===== src/rtl/seq_exec_pkg.sv =====
// Shared types for the sequence executor: sequence modes and controller states.
package seq_exec_pkg;

  typedef enum logic [1:0] {
    MODE_FIB   = 2'b00,
    MODE_ARITH = 2'b01,
    MODE_DBL   = 2'b10,
    MODE_DOWN  = 2'b11
  } mode_e;

  typedef enum logic [1:0] {
    ST_IDLE = 2'b00,
    ST_RUN  = 2'b01,
    ST_DONE = 2'b10
  } state_e;

endpackage


===== src/rtl/seq_exec_alu.sv =====
// Combinational next-term generator: advances RA/RB for the selected mode and
// flags when the next emitted value would not fit in BITS.
module seq_exec_alu
  import seq_exec_pkg::*;
#(
  parameter int BITS = 8
) (
  input  mode_e             mode_i,
  input  logic [BITS-1:0]   ra_i,
  input  logic [BITS:0]     rb_i,
  output logic [BITS-1:0]   ra_next_o,
  output logic [BITS:0]     rb_next_o,
  output logic              carry_o
);

  logic [BITS:0] sum_s;
  logic [BITS:0] dbl_s;
  logic [BITS:0] diff_s;

  assign sum_s  = {1'b0, ra_i} + {1'b0, rb_i[BITS-1:0]};
  assign dbl_s  = {1'b0, ra_i} + {1'b0, ra_i};
  assign diff_s = {1'b0, ra_i} - {1'b0, rb_i[BITS-1:0]};

  always_comb begin
    ra_next_o = ra_i;
    rb_next_o = rb_i;
    carry_o   = 1'b0;
    case (mode_i)
      // Fibonacci: the next term is already sitting in RB, carry bit included.
      MODE_FIB: begin
        ra_next_o = rb_i[BITS-1:0];
        rb_next_o = {1'b0, ra_i} + rb_i;
        carry_o   = rb_i[BITS];
      end
      MODE_ARITH: begin
        ra_next_o = sum_s[BITS-1:0];
        carry_o   = sum_s[BITS];
      end
      MODE_DBL: begin
        ra_next_o = dbl_s[BITS-1:0];
        carry_o   = dbl_s[BITS];
      end
      MODE_DOWN: begin
        ra_next_o = diff_s[BITS-1:0];
        carry_o   = diff_s[BITS];
      end
      default: begin
        ra_next_o = ra_i;
        rb_next_o = rb_i;
        carry_o   = 1'b0;
      end
    endcase
  end

endmodule


===== src/rtl/sequence_executor.sv =====
// Sequence generator: on start, emits up to n_terms terms of the chosen
// sequence, one per non-stalled cycle, stopping early on carry/borrow.
module sequence_executor
  import seq_exec_pkg::*;
#(
  parameter int BITS  = 8,
  parameter int CNT_W = 8
) (
  input  logic              clk,
  input  logic              rst,
  input  logic              start,
  input  logic [1:0]        mode,
  input  logic [BITS-1:0]   seed_a,
  input  logic [BITS-1:0]   seed_b,
  input  logic [CNT_W-1:0]  n_terms,
  input  logic              hold,
  input  logic              abort,
  output logic [BITS-1:0]   Ro,
  output logic              term_valid,
  output logic [CNT_W-1:0]  term_idx,
  output logic              busy,
  output logic              done,
  output logic              ovf
);

  state_e             state_q, state_d;
  mode_e              mode_q, mode_d;
  logic [CNT_W-1:0]   n_q, n_d;
  logic [CNT_W-1:0]   count_q, count_d;
  logic [BITS-1:0]    ra_q, ra_d;
  logic [BITS:0]      rb_q, rb_d;
  logic [BITS-1:0]    ro_q, ro_d;
  logic               tv_q, tv_d;
  logic [CNT_W-1:0]   idx_q, idx_d;
  logic               busy_q, busy_d;
  logic               done_q, done_d;
  logic               ovf_q, ovf_d;

  logic [BITS-1:0]    ra_nxt;
  logic [BITS:0]      rb_nxt;
  logic               carry;

  seq_exec_alu #(.BITS(BITS)) u_alu (
    .mode_i    (mode_q),
    .ra_i      (ra_q),
    .rb_i      (rb_q),
    .ra_next_o (ra_nxt),
    .rb_next_o (rb_nxt),
    .carry_o   (carry)
  );

  // The term on Ro is always RA; the start cycle emits term 0 directly so the
  // first term_valid lands in the cycle right after start is sampled.
  always_comb begin
    state_d = state_q;
    mode_d  = mode_q;
    n_d     = n_q;
    count_d = count_q;
    ra_d    = ra_q;
    rb_d    = rb_q;
    ro_d    = ro_q;
    idx_d   = idx_q;
    ovf_d   = ovf_q;
    tv_d    = 1'b0;
    case (state_q)
      ST_IDLE: begin
        if (start) begin
          mode_d  = mode_e'(mode);
          n_d     = n_terms;
          ra_d    = seed_a;
          rb_d    = {1'b0, seed_b};
          count_d = {CNT_W{1'b0}};
          ovf_d   = 1'b0;
          if (n_terms == {CNT_W{1'b0}}) begin
            state_d = ST_DONE;
          end else begin
            state_d = ST_RUN;
            ro_d    = seed_a;
            idx_d   = {CNT_W{1'b0}};
            tv_d    = 1'b1;
          end
        end else begin
          state_d = ST_IDLE;
        end
      end
      ST_RUN: begin
        if (abort) begin
          state_d = ST_IDLE;
        end else if (hold) begin
          state_d = ST_RUN;
        end else if (carry || (count_q == n_q - CNT_W'(1))) begin
          state_d = ST_DONE;
          ovf_d   = carry;
        end else begin
          ra_d    = ra_nxt;
          rb_d    = rb_nxt;
          ro_d    = ra_nxt;
          count_d = count_q + CNT_W'(1);
          idx_d   = count_q + CNT_W'(1);
          tv_d    = 1'b1;
        end
      end
      ST_DONE: begin
        state_d = ST_IDLE;
      end
      default: begin
        state_d = ST_IDLE;
      end
    endcase
    busy_d = (state_d != ST_IDLE);
    done_d = (state_d == ST_DONE);
  end

  always_ff @(posedge clk) begin
    if (rst) begin
      state_q <= ST_IDLE;
      mode_q  <= MODE_FIB;
      n_q     <= {CNT_W{1'b0}};
      count_q <= {CNT_W{1'b0}};
      ra_q    <= {BITS{1'b0}};
      rb_q    <= {(BITS+1){1'b0}};
      ro_q    <= {BITS{1'b0}};
      tv_q    <= 1'b0;
      idx_q   <= {CNT_W{1'b0}};
      busy_q  <= 1'b0;
      done_q  <= 1'b0;
      ovf_q   <= 1'b0;
    end else begin
      state_q <= state_d;
      mode_q  <= mode_d;
      n_q     <= n_d;
      count_q <= count_d;
      ra_q    <= ra_d;
      rb_q    <= rb_d;
      ro_q    <= ro_d;
      tv_q    <= tv_d;
      idx_q   <= idx_d;
      busy_q  <= busy_d;
      done_q  <= done_d;
      ovf_q   <= ovf_d;
    end
  end

  assign Ro         = ro_q;
  assign term_valid = tv_q;
  assign term_idx   = idx_q;
  assign busy       = busy_q;
  assign done       = done_q;
  assign ovf        = ovf_q;

endmodule


===== config.mk =====
export PLATFORM = sky130hd
export DESIGN_NAME = sequence_executor
export DESIGN_NICKNAME = d
export VERILOG_FILES = /design/src/rtl/seq_exec_pkg.sv /design/src/rtl/seq_exec_alu.sv /design/src/rtl/sequence_executor.sv
export SDC_FILE = /design/constraint.sdc
export NUM_CORES = 1
export LEC_CHECK = 0
export CAP_MARGIN = 0
export CORE_ASPECT_RATIO = 2
export CORE_MARGIN = 1
export CORE_UTILIZATION = 55
export DETAILED_ROUTE_END_ITERATION = 6
export MAX_ROUTING_LAYER = met4
export PLACE_DENSITY = 0.88
export SLEW_MARGIN = 20
export SYNTH_ARGS = -nofsm -noshare
export SYNTH_HDL_FRONTEND = slang
export SYNTH_HIERARCHICAL = 1
export SYNTH_SLANG_ARGS = --single-unit

===== constraint.sdc =====
create_clock -name clk -period 8.5 [get_ports clk]
set_input_delay 1.7 -clock clk [delete_from_list [all_inputs] [get_ports clk]]
set_output_delay 1.7 -clock clk [all_outputs]
set_load 0.02 [all_outputs]

Yosys cells after proc, flatten, opt, wreduce, memory -nomap -nowiden
Index checks and enable logic that the tools add are counted.
Word-level totals
  bits in registers: 57
  input port bits: 31
  word-level logic and storage cells: 83
Cells by class
  $add $sub $neg: 6
  eq/ne operators: 13
  mux-type cells: 41
  reduce and logical (&&, ||, !) cells: 11
Operator list (count)
  two-way mux 8 bit: 12
  case mux 8 bit (2 select lines): 4
  two-way mux 9 bit: 5
  case mux 8 bit (4 select lines): 1
  adder 8 x 8 -> 9 bit: 2
  case mux 9 bit (2 select lines): 1
  != test 2 bit, second input constant: 6
  AND reduction 6 bit: 2
  two-way mux 2 bit: 5
  AND reduction 5 bit: 2
  adder 8 x 9 -> 9 bit: 1
  two-way mux 1 bit: 9
  subtractor 8 x 8 -> 9 bit: 1
  adder 8 x 1 -> 8 bit, second input constant: 1
  == test 8 bit: 1
  zero test 8 bit: 1
  subtractor 8 x 1 -> 8 bit, second input constant: 1
  == test 2 bit, second input constant: 3
  == test 2 x 1 -> 1 bit, second input constant: 2
  zero test 2 bit: 2
  case mux 1 bit (2 select lines): 2
  case mux 1 bit (4 select lines): 1
  case mux 2 bit (2 select lines): 1
  nonzero test 2 bit: 2
  3 further kinds: 3

Logic depth before layout (Yosys ltp)
  depth after elaboration: 8
  mapped depth: 14
  mapped depth without buffers: 12

By module
Netlist, hierarchy kept.
By module, submodules not included
  sequence_executor: instances 1, cells an instance 328, area an instance 2849.0 µm², seq. area each 1141.1 µm²
  seq_exec_alu: instances 1, cells an instance 161, area an instance 1164.9 µm², seq. area each 0.0 µm²

Least setup slack after synthesis
OpenSTA, ideal clock, no wires.
  path kind: input port to flip-flop
  from: input port hold
  to: register idx_q[3] (netlist: term_idx[3])
  library setup time: 84 ps
  arrival time: 3197 ps
  data required time: 8416 ps
  setup slack: 5219 ps
  stages: 6
  buffers on the path: 1
  cells stage by stage: or3b_2 or2_2 o21ai_0 o21ai_2 buf_6 o31ai_2
Between the ends
  cells in the longest elaborated chain, start to end: 2
RTL lines
  start, declared: RTL line sequence_executor.sv:16  | input logic hold,
  != test 2 bit (no line)
  AND reduction 6 bit (no line)
  end signal, assigned: RTL line sequence_executor.sv:124  | idx_q <= {CNT_W{1'b0}};
  end signal, assigned: RTL line sequence_executor.sv:137  | idx_q <= idx_d;
  end, declared: RTL line sequence_executor.sv:34  | logic [CNT_W-1:0] idx_q, idx_d;
No other way between the ends.
A chain may end at the register's enable or synchronous reset.

Worst setup path after layout
  from: register rb_q[4]
  to: register tv_q (netlist: term_valid)
Between the ends
  cells in the longest elaborated chain, start to end: 7
  elaborated cells on any way between the ends: 8
  classes of those cells: 2 x add/sub; 5 x mux; 1 x reduce/logical
RTL lines
  start, declared: RTL line sequence_executor.sv:31  | logic [BITS:0] rb_q, rb_d;
  start signal, assigned: RTL line sequence_executor.sv:121  | rb_q <= {(BITS+1){1'b0}};
  start signal, assigned: RTL line sequence_executor.sv:134  | rb_q <= rb_d;
  subtractor 8 x 8 -> 9 bit / adder 8 x 8 -> 9 bit (equally long branches): RTL line seq_exec_alu.sv:22, seq_exec_alu.sv:20
  case mux 1 bit (4 select lines) (*): RTL line seq_exec_alu.sv:28  | case (mode_i)
  via carry: RTL line sequence_executor.sv:41  | logic carry;
  logical OR 1 bit (*): RTL line sequence_executor.sv:91  | end else if (carry || (count_q == n_q - CNT_W'(1))) begin
  two-way mux 1 bit (*): RTL line sequence_executor.sv:91
  two-way mux 1 bit (*): RTL line sequence_executor.sv:89  | end else if (hold) begin
  two-way mux 1 bit (*): RTL line sequence_executor.sv:87  | if (abort) begin
  case mux 1 bit (2 select lines) (*): RTL line sequence_executor.sv:65  | case (state_q)
  end signal, assigned: RTL line sequence_executor.sv:136  | tv_q <= tv_d;
  end, declared: RTL line sequence_executor.sv:33  | logic tv_q, tv_d;
Mark *: on every way through the listed nets, which the timed path passes. The rest lies on a longest branch.

==> results.md <==
- Synthesized instance count: about 500
- Avg Inst Size Synth: just over 8 um^2
- Top_reg_cell synth: dfxtp_1
- Number of buffers added by the clock tree synthesis step: 9
- Area of the core: approximately 7000 um^2
- Max-cap violations: 0
- Via density: 6.13
- CTS tree: done
- Yosys cell types: 76
- Max Slew Vio Count: 0
- RePlAce Congestion: between 0.9 and 1
- Clk slew on worst S/H paths: 0.05 ns
- DRC: 0
- FILL cells: 565
- Worst slew pin tran: 1.05 ns
- Power Density: 195 nW/um^2
- # IOs: 51
- Share of cells above drive strength 1: between 10 and 15%
- Post-synth EDFFs: 0
- Die X: 62.4 um
- Asr flop ratio synth: 0%
- Synth area leaders: dfxtp_1 28%, nand2_1 8.4%, ha_1 5.9%
- Cell with the most instances after synthesis: nand2_1
- Die ar.: 7660 um^2
- Total GRT Usage: a little under a third
- TNS Setup: 0 ns
- Top cell type's share of synthesized area: 28.4%
- Row cnt: 43
- Status: finished clean
- CTS sink count: 57
- FF+latch area: roughly 1100 um^2
- Vias in the first global route: 3862
- Multi-input gate area: 2590 um^2
- Port Buffer Count: 50
- Syn_nets: about 540
- RSZ-0062 raised after global routing: no
- Hold WC Path Type: reg -> reg
- Max Buffers Root-to-Sink: 2
- Cts repair resizes: 0
- Worst skew pair latency: around 0.33 ns
- Arrival @ worst endpoint: 3.86 ns
- Post-CTS setup buffer count: 0
- Tmin final: 3.69 ns
- First DRT Iteration DRCs: 313
- Area after detailed placement: 4480 um^2
- Net count, final: 577
- Yosys top cell by area: dfxtp_1
- LEAKAGE: 1.93 nW
- Final worst path period share: 43.4%
- H-tree depth: 3
- Final Skew: ~0.0067 ns
- Initial Utilization: 57.4%
- DP Wirelength: 8.30 mm
- Area Growth Syn to Fin: 19.7%
- DRT Wirelength: around 11 mm
- Syn. warnings: 6
- Crit Path Max Fanout: 15
- Initial antenna violation count: 0
- Pin count of the biggest net entering global routing: 34
- Worst slew margin: 29.8%
- WS Path Type: reg -> reg
- Synthesized flop and latch total: 57
- Req. time, crit path: around 8.7 ns
- Final instance area: 4810 um^2
- Highest clock rate: 271 MHz
- Sequential area share after synthesis: 28.4%
- Via Count: about 3800
- Max VDD drop: 0.184 mV
- Reg2reg setup slack: between 4 and 5 ns
- Synth Cell Area: 4010 um^2
- Ant diodes: 0
- Clk root buf: clkbuf_16
- Synth cell count leaders: 90 x nand2_1, 57 x dfxtp_1, 35 x o21ai_0, 29 x nor2_1, 23 x inv_1
- Gr ovfl total: 0
- Total Power: around 0.00094 W
- First-pass GRT wire length: roughly 18 mm
- Startpoint types: register
- Die Span Y: 123 um
- Critical Path End Type: register
- CTS Hold Buffers Added: 0
- Final Hold Vio Count: 0
- Routed Antenna Nets: 0
- Wire length per cell: approximately 18 um
- DRT Pass-1 Iters: 4
- Setup Viol. Count Final: 0
logic make-up after synthesis:
logic type                 count (synthesis)  synth area share, %
AOI/OAI and AO/OA                        146                 28.0
xor gates and xnor gates                  26                 5.86
adders and majority gates                 21                 6.92
buffers and inverters                     55                 7.04
DFF                                       57                 28.4
muxes                                      9                 2.93
and+or+nand+nor                          175                 20.9
flip-flops by register name, indices dropped and copies added (netlist names):
signal      count
term_valid      1
Ro              8
count_q         8
ra_q            8
done            1
term_idx        8
ovf             1
n_q             8
rb_q            9
mode_q          2
busy            1
state_q         2
where the power goes:
group          internal (W)  total [W]  switching, W  leakage (nW)
registers          0.000284   0.000304     0.0000190         0.466
clock network      0.000271   0.000392      0.000121         0.162
logic              0.000103   0.000243      0.000140          1.30
total              0.000658   0.000939      0.000281          1.93
final timing paths:
check,startpoint,endpoint,cells after the start
max,rb_q[4]$_SDFFE_PP0P_,term_valid$_SDFF_PP0_,11
min,n_q[7]$_SDFFE_PP0P_,n_q[7]$_SDFFE_PP0P_,2
max reg2reg,rb_q[4]$_SDFFE_PP0P_,term_valid$_SDFF_PP0_,11
min reg2reg,n_q[7]$_SDFFE_PP0P_,n_q[7]$_SDFFE_PP0P_,2
critical path: stages, from the launching register on:
cell and delay, ns:
dfxtp_1 0.38, inv_1 0.07, ha_1 0.40, a21o_1 0.27
and2_1 0.18, o31ai_1 0.22, a21oi_1 0.11, o41ai_1 0.83
inv_1 0.14, o31a_2 0.25, o21ai_2 0.50, nor3_1 0.18
layout by cell type (no fill, tap or decap), types with 9 or more instances in the layout:
master,n
clkdlybuf4s50_1,50
nand2_1,90
a21oi_1,20
clkbuf_16,9
o211ai_1,20
dfxtp_1,57
nor2_1,29
inv_1,23
o21ai_0,35
ha_1,19
xor2_1,13
xnor2_1,12
cell type report:
type                    count  share of cell area [%]
well taps                  90                    2.34
inverters                  25                    1.95
clock buffers              11                    5.26
flip-flops and latches     57                    23.7
multi-input cells         377                    53.9
clock inverters             5                    1.61
repair buffers             55                    11.2
layer usage:
layer | global-route usage, % | share of wire [%] | vias up
li1 | - | - | 1813
met1 | 27.4 | 35 | 1801
met2 | 58.8 | 56 | 138
met3 | 3.81 | 3.4 | 46
met4 | 22.7 | 5.3 | 0
met5 | - | 0 | -
metrics by stage:
stage / util [%] / cells / hold WS (ns) / worst slack [ns]
floorplan: - / 489 / 0.448 / 5.22
global placement: 64.0 / 604 / 0.462 / 4.60
detailed placement: 64.0 / 604 / 0.476 / 4.52
CTS: 68.7 / 620 / 0.482 / 4.86
global route: 68.7 / 620 / 0.511 / 4.49
finish: 68.7 / 620 / 0.491 / 4.81
Power figures use the tool's default switching activity.
==> variant 1: new RTL, config.mk and constraints unchanged <==
`BITS` is set to 8 in 2 places; all go to 12.
--- a/src/rtl/seq_exec_alu.sv
+++ b/src/rtl/seq_exec_alu.sv
@@ -3,7 +3,7 @@
 module seq_exec_alu
   import seq_exec_pkg::*;
 #(
-  parameter int BITS = 8
+  parameter int BITS = 12
 ) (
   input  mode_e             mode_i,
   input  logic [BITS-1:0]   ra_i,
--- a/src/rtl/sequence_executor.sv
+++ b/src/rtl/sequence_executor.sv
@@ -3,7 +3,7 @@
 module sequence_executor
   import seq_exec_pkg::*;
 #(
-  parameter int BITS  = 8,
+  parameter int BITS  = 12,
   parameter int CNT_W = 8
 ) (
   input  logic              clk,
Interface: changed (resized Ro, seed_a and seed_b); port bits go from 51 to 63. No check against the original RTL was run, so the function may have changed too.
==> variant 1 against the original RTL <==
The run now ends with design-rule violations left. Sequential share of layout area fell by 0.73 points. Area after synthesis grew 29%. Final area up 25%. Power grew 19%. First-iteration DRC count increased by 20%. Sequential cell count rose by 12. Clock skew fell by 0.61 ps. Critical path depth up 3. Wire length grew 33%. Setup slack lost 1300 ps. Critical endpoint is now term_idx[0]. Highest routed layer unchanged.
==> variant 1: results (changes against the original RTL) <==
met3 wire length=743 um (was 382 um); Largest stage delay, worst path=890 ps (was 830 ps); non-filler instance count after layout=778 (was 620); placed wire-length estimate=10.6 mm (was 8.30 mm); first-pass GRT wire length=23.9 mm (was 17.8 mm); vias=4,957 (was 3,798); Area contributors post-synth=sky130_fd_sc_hd__dfxtp_1 (27%), sky130_fd_sc_hd__nand2_1 (6.5%), sky130_fd_sc_hd__ha_1 (6.3%) (was sky130_fd_sc_hd__dfxtp_1 (28%), sky130_fd_sc_hd__nand2_1 (8.4%), sky130_fd_sc_hd__ha_1 (5.9%)); Largest register FFs=13 (was 9); Placed Cells incl. Taps=763 (was 604); final routed DRC violation total=2 (was 0); violated checks=design-rule violations; run status=finished, violations left (was completed); normalized max-slew margin=0.297 (was 0.298); largest net degree at the start of global routing=86 (was 34); count of different cell masters after synthesis=74 (was 76); final hold slack=460 ps (was 491 ps); met2 track utilization from global routing=0.567 (was 0.588); arrival time at the worst endpoint=5240 ps (was 3860 ps); number of buffer cells added on primary ports=62 (was 50); clock network power share=0.304 (was 0.418); end point of the worst hold path=term_idx[1] (was n_q[7]); Pre-Repair DR Iteration Count=7 (was 4); capture instance of the worst register-to-register path=term_idx[0] (was term_valid); critical path peak fanout=19 (was 15); worst reg2reg path depth=14 (was 11); portion of the post-synthesis area used by sequential elements=0.267 (was 0.284); met3 global-route usage=0.0487 (was 0.0381); launch instance of the worst min-delay path=term_idx[1] (was n_q[7]); worst supply voltage drop on vdd=139 uV (was 184 uV); P_sw=0.400 mW (was 0.281 mW); detailed-routed wire length on met2=7.94 mm (was 6.29 mm); met1 demand-to-capacity share in global routing=0.295 (was 0.274); post-route setup slack=3480 ps (was 4810 ps); Final Util=0.661 (was 0.687); DRC marker count from the first detailed-route iteration=376 (was 313); most used standard cells in the synthesized netlist=sky130_fd_sc_hd__nand2_1 (89), sky130_fd_sc_hd__dfxtp_1 (69), sky130_fd_sc_hd__a21oi_1 (49), sky130_fd_sc_hd__nor2_1 (38), sky130_fd_sc_hd__inv_1 (36) (was sky130_fd_sc_hd__nand2_1 (90), sky130_fd_sc_hd__dfxtp_1 (57), sky130_fd_sc_hd__o21ai_0 (35), sky130_fd_sc_hd__nor2_1 (29), sky130_fd_sc_hd__inv_1 (23)); Seq power=0.383 mW (was 0.304 mW); clock tree skew after final layout=6.07 ps (was 6.68 ps); pre-CTS worst setup slack=3340 ps (was 4520 ps); mean instance size in the synthesized netlist=8.11 um^2 (was 8.21 um^2); reported leakage power=2.38 nW (was 1.93 nW); final weighted congestion in routability-driven placement=0.976 (was 0.963); number of nets at the end of the flow=739 (was 577)
## variant 1: final cells by class
type | count | share of cell area
Clock buffer | 13 | 0.0417
Clock inverter | 2 | 0.00167
Inverter | 38 | 0.0238
Multi-Input combinational cell | 487 | 0.573
Sequential cell | 69 | 0.230
Tap cell | 102 | 0.0213
Timing Repair Buffer | 67 | 0.109
## variant 1: worst min-delay path, stage by stage, from the launching register on
cell,delay [ps]
sky130_fd_sc_hd__dfxtp_1,310
sky130_fd_sc_hd__nand2_1,50
sky130_fd_sc_hd__mux2i_1,50
## variant 1: kinds of logic after synthesis
| kind of cell | after synthesis | synth area share |
|---|---|---|
| multiplexers | 49 | 0.107 |
| buffers and inverters | 82 | 0.0714 |
| AO/OA/AOI/OAI | 148 | 0.209 |
| AND/OR/NAND/NOR | 230 | 0.221 |
| adder cells (fa/ha/maj) | 28 | 0.0706 |
| flip-flops | 69 | 0.267 |
| XOR/XNOR | 32 | 0.0542 |
==> variant 2: new RTL, config.mk and constraints unchanged <==
Without the edit above. The 3 states of `state_e` get a one-hot encoding in 3 bits.
--- a/src/rtl/seq_exec_pkg.sv
+++ b/src/rtl/seq_exec_pkg.sv
@@ -8,10 +8,10 @@
     MODE_DOWN  = 2'b11
   } mode_e;
 
-  typedef enum logic [1:0] {
-    ST_IDLE = 2'b00,
-    ST_RUN  = 2'b01,
-    ST_DONE = 2'b10
+  typedef enum logic [2:0] {
+    ST_IDLE = 3'b001,
+    ST_RUN  = 3'b010,
+    ST_DONE = 3'b100
   } state_e;
 
 endpackage
Formal check against the unedited RTL: no difference found for any inputs over 4 cycles, from zero or initial values and one cycle with rst high; so few cycles prove little.
==> variant 2 against the original RTL <==
Final cell count decreased by 6.1%. Setup slack got worse by 140 ps. Highest routed layer unchanged. Critical path type is now primary input to register. First-iteration DRC count fell by 33%. Worst hold slack lost 39 ps. Power decreased by 5.5%. Wire length is 5.5% lower. Area after synthesis fell by 4.1%. Sequential cell count grew 1. Final area is 3.7% lower.
==> variant 2: results (changes against the original RTL) <==
met3 global-route usage=0.0567 (was 0.0381); arrival time at the worst endpoint=4010 ps (was 3860 ps); launch instance of the worst min-delay path=term_idx[3] (was n_q[7]); Area contributors post-synth=sky130_fd_sc_hd__dfxtp_1 (30%), sky130_fd_sc_hd__a21oi_1 (6.4%), sky130_fd_sc_hd__ha_1 (6.2%) (was sky130_fd_sc_hd__dfxtp_1 (28%), sky130_fd_sc_hd__nand2_1 (8.4%), sky130_fd_sc_hd__ha_1 (5.9%)); Placed Cells incl. Taps=568 (was 604); end point of the worst hold path=term_idx[3] (was n_q[7]); Largest register FFs=9 (unchanged); top cell family by delay on the critical path=simple AND/OR/NAND/NOR gates (was compound AO/OA/AOI/OAI gates); adder and majority cell fraction of the synthesized area=0.0721 (was 0.0692); worst slew pin tran=888 ps (was 1050 ps); mean number of vias per cell=6.20 (was 6.13); reported leakage power=1.85 nW (was 1.93 nW); worst supply voltage drop on vdd=162 uV (was 184 uV); run status=completed (unchanged); placed wire-length estimate=7.81 mm (was 8.30 mm); complex-gate fraction of the synthesized area=0.265 (was 0.280); non-filler instance count after layout=582 (was 620); proportion of layout cells with a drive suffix above 1=0.0709 (was 0.123); Pre-Repair DR Iteration Count=5 (was 4); count of different cell masters after synthesis=67 (was 76); final hold slack=452 ps (was 491 ps); most used standard cells in the synthesized netlist=sky130_fd_sc_hd__dfxtp_1 (58), sky130_fd_sc_hd__a21oi_1 (49), sky130_fd_sc_hd__nand2_1 (43), sky130_fd_sc_hd__a211oi_1 (29) (was sky130_fd_sc_hd__nand2_1 (90), sky130_fd_sc_hd__dfxtp_1 (57), sky130_fd_sc_hd__o21ai_0 (35), sky130_fd_sc_hd__nor2_1 (29), sky130_fd_sc_hd__inv_1 (23)); fraction of synthesized cell area in xor and xnor cells=0.0546 (was 0.0586); WHS Path Cells=1 (was 2); Mapped Nets=508 (was 541); critical path peak fanout=21 (was 15); largest net degree at the start of global routing=44 (was 34); combined global-route utilization of all metal layers=0.317 (was 0.309); met2 track utilization from global routing=0.529 (was 0.588); synthesized netlist cell count=456 (was 489); post-synthesis mux area share=0.0718 (was 0.0293); Largest stage delay, worst path=450 ps (was 830 ps); final routed wire length divided by cell count=18.2 um (was 18.0 um); capture instance of the worst register-to-register path=Ro[6] (was term_valid); met1 demand-to-capacity share in global routing=0.314 (was 0.274); portion of the post-synthesis area used by sequential elements=0.301 (was 0.284); Reg2Reg Setup Slack=4770 ps (was 4810 ps); worst reg2reg path depth=13 (was 11); launch point of the worst reg-to-reg path=ra_q[0] (was rb_q[4]); Min-Delay Path Class=register to register (unchanged); first-pass GRT wire length=17.0 mm (was 17.8 mm); clock tree skew after final layout=5.96 ps (was 6.68 ps); DRC marker count from the first detailed-route iteration=211 (was 313); final weighted congestion in routability-driven placement=0.929 (was 0.963); number of nets at the end of the flow=543 (was 577); Slowest cell on crit path=sky130_fd_sc_hd__clkdlybuf4s50_1 (was sky130_fd_sc_hd__o41ai_1)
==> variant 2: cell count changes after synthesis, sizes merged, moves of 6 or more <==
cell    unedited run  this run
a21o               6        16
a211oi             5        30
a21oi             21        50
o21ba              8         0
o211ai            20         3
o21ai             37        17
mux2i              5        22
buf               11        17
nand2             92        43
clkbuf            19        13
a311oi             8         0
==> variant 2: area by class of cell <==
type | instances | area, um^2
Fill cell | 527 | 2050
Timing Repair Buffer | 54 | 531
Tap cell | 88 | 110
Clock buffer | 11 | 253
Sequential cell | 58 | 1160
Inverter | 26 | 97.6
Multi-Input combinational cell | 342 | 2440
Clock inverter | 3 | 40.0
==> variant 2: worst max path at each step <==
stage | to | depth (start not counted) | startpoint | slack (ps)
after global placement | Ro[0] | 7 | abort | 4470
after CTS | term_idx[1] | 12 | rb_q[4] | 4590
after floorplan | term_idx[1] | 7 | n_terms[3] | 5120
final | Ro[6] | 7 | hold | 4670
after global routing | Ro[6] | 13 | ra_q[0] | 4510
after detailed placement | Ro[4] | 7 | hold | 4390
==> variant 2: cell families (layout without fill, tap and decap cells) <==
kind of cell	count (synthesis)	in the layout
compound gates	151	151
simple gates	121	121
flops	58	58
buf+inv	56	94
mux	25	25
xor+xnor	24	24
fa+ha+maj	21	21
==> variant 2: stage by stage <==
step	instance area [um^2]	setup slack (ps)	power, mW	utilization
final	4630	4670	0.887	0.693
after global routing	4630	4510	0.926	0.693
after CTS	4620	4590	0.885	0.692
after detailed placement	4330	4390	0.536	0.648
after global placement	4330	4470	0.527	0.648
after floorplan	3850	5120	0.476	-
==> variant 2: power by group <==
group | internal (mW) | switching (mW) | total (mW)
Sequential | 0.290 | 0.0245 | 0.315
Combinational | 0.0995 | 0.125 | 0.224
Clock | 0.237 | 0.111 | 0.348
==> variant 2: worst reg2reg max path, stage by stage, from the launching register on <==
cell and delay [ps]:
sky130_fd_sc_hd__dfxtp_1 410, sky130_fd_sc_hd__inv_1 100, sky130_fd_sc_hd__ha_1 230, sky130_fd_sc_hd__fa_1 400, sky130_fd_sc_hd__or2b_1 270, sky130_fd_sc_hd__a21oi_1 280
sky130_fd_sc_hd__o31ai_1 120, sky130_fd_sc_hd__a21oi_1 200, sky130_fd_sc_hd__o41ai_2 140, sky130_fd_sc_hd__o21ai_1 170, sky130_fd_sc_hd__buf_4 280, sky130_fd_sc_hd__and2_1 420
sky130_fd_sc_hd__and2_0 450, sky130_fd_sc_hd__a211oi_1 140
==> variant 2: layer usage <==
layer	up-vias	wire [um]
met4	0	694
met2	133	5750
met3	54	374
met1	1700	3750
li1	1719	-
met5	-	0
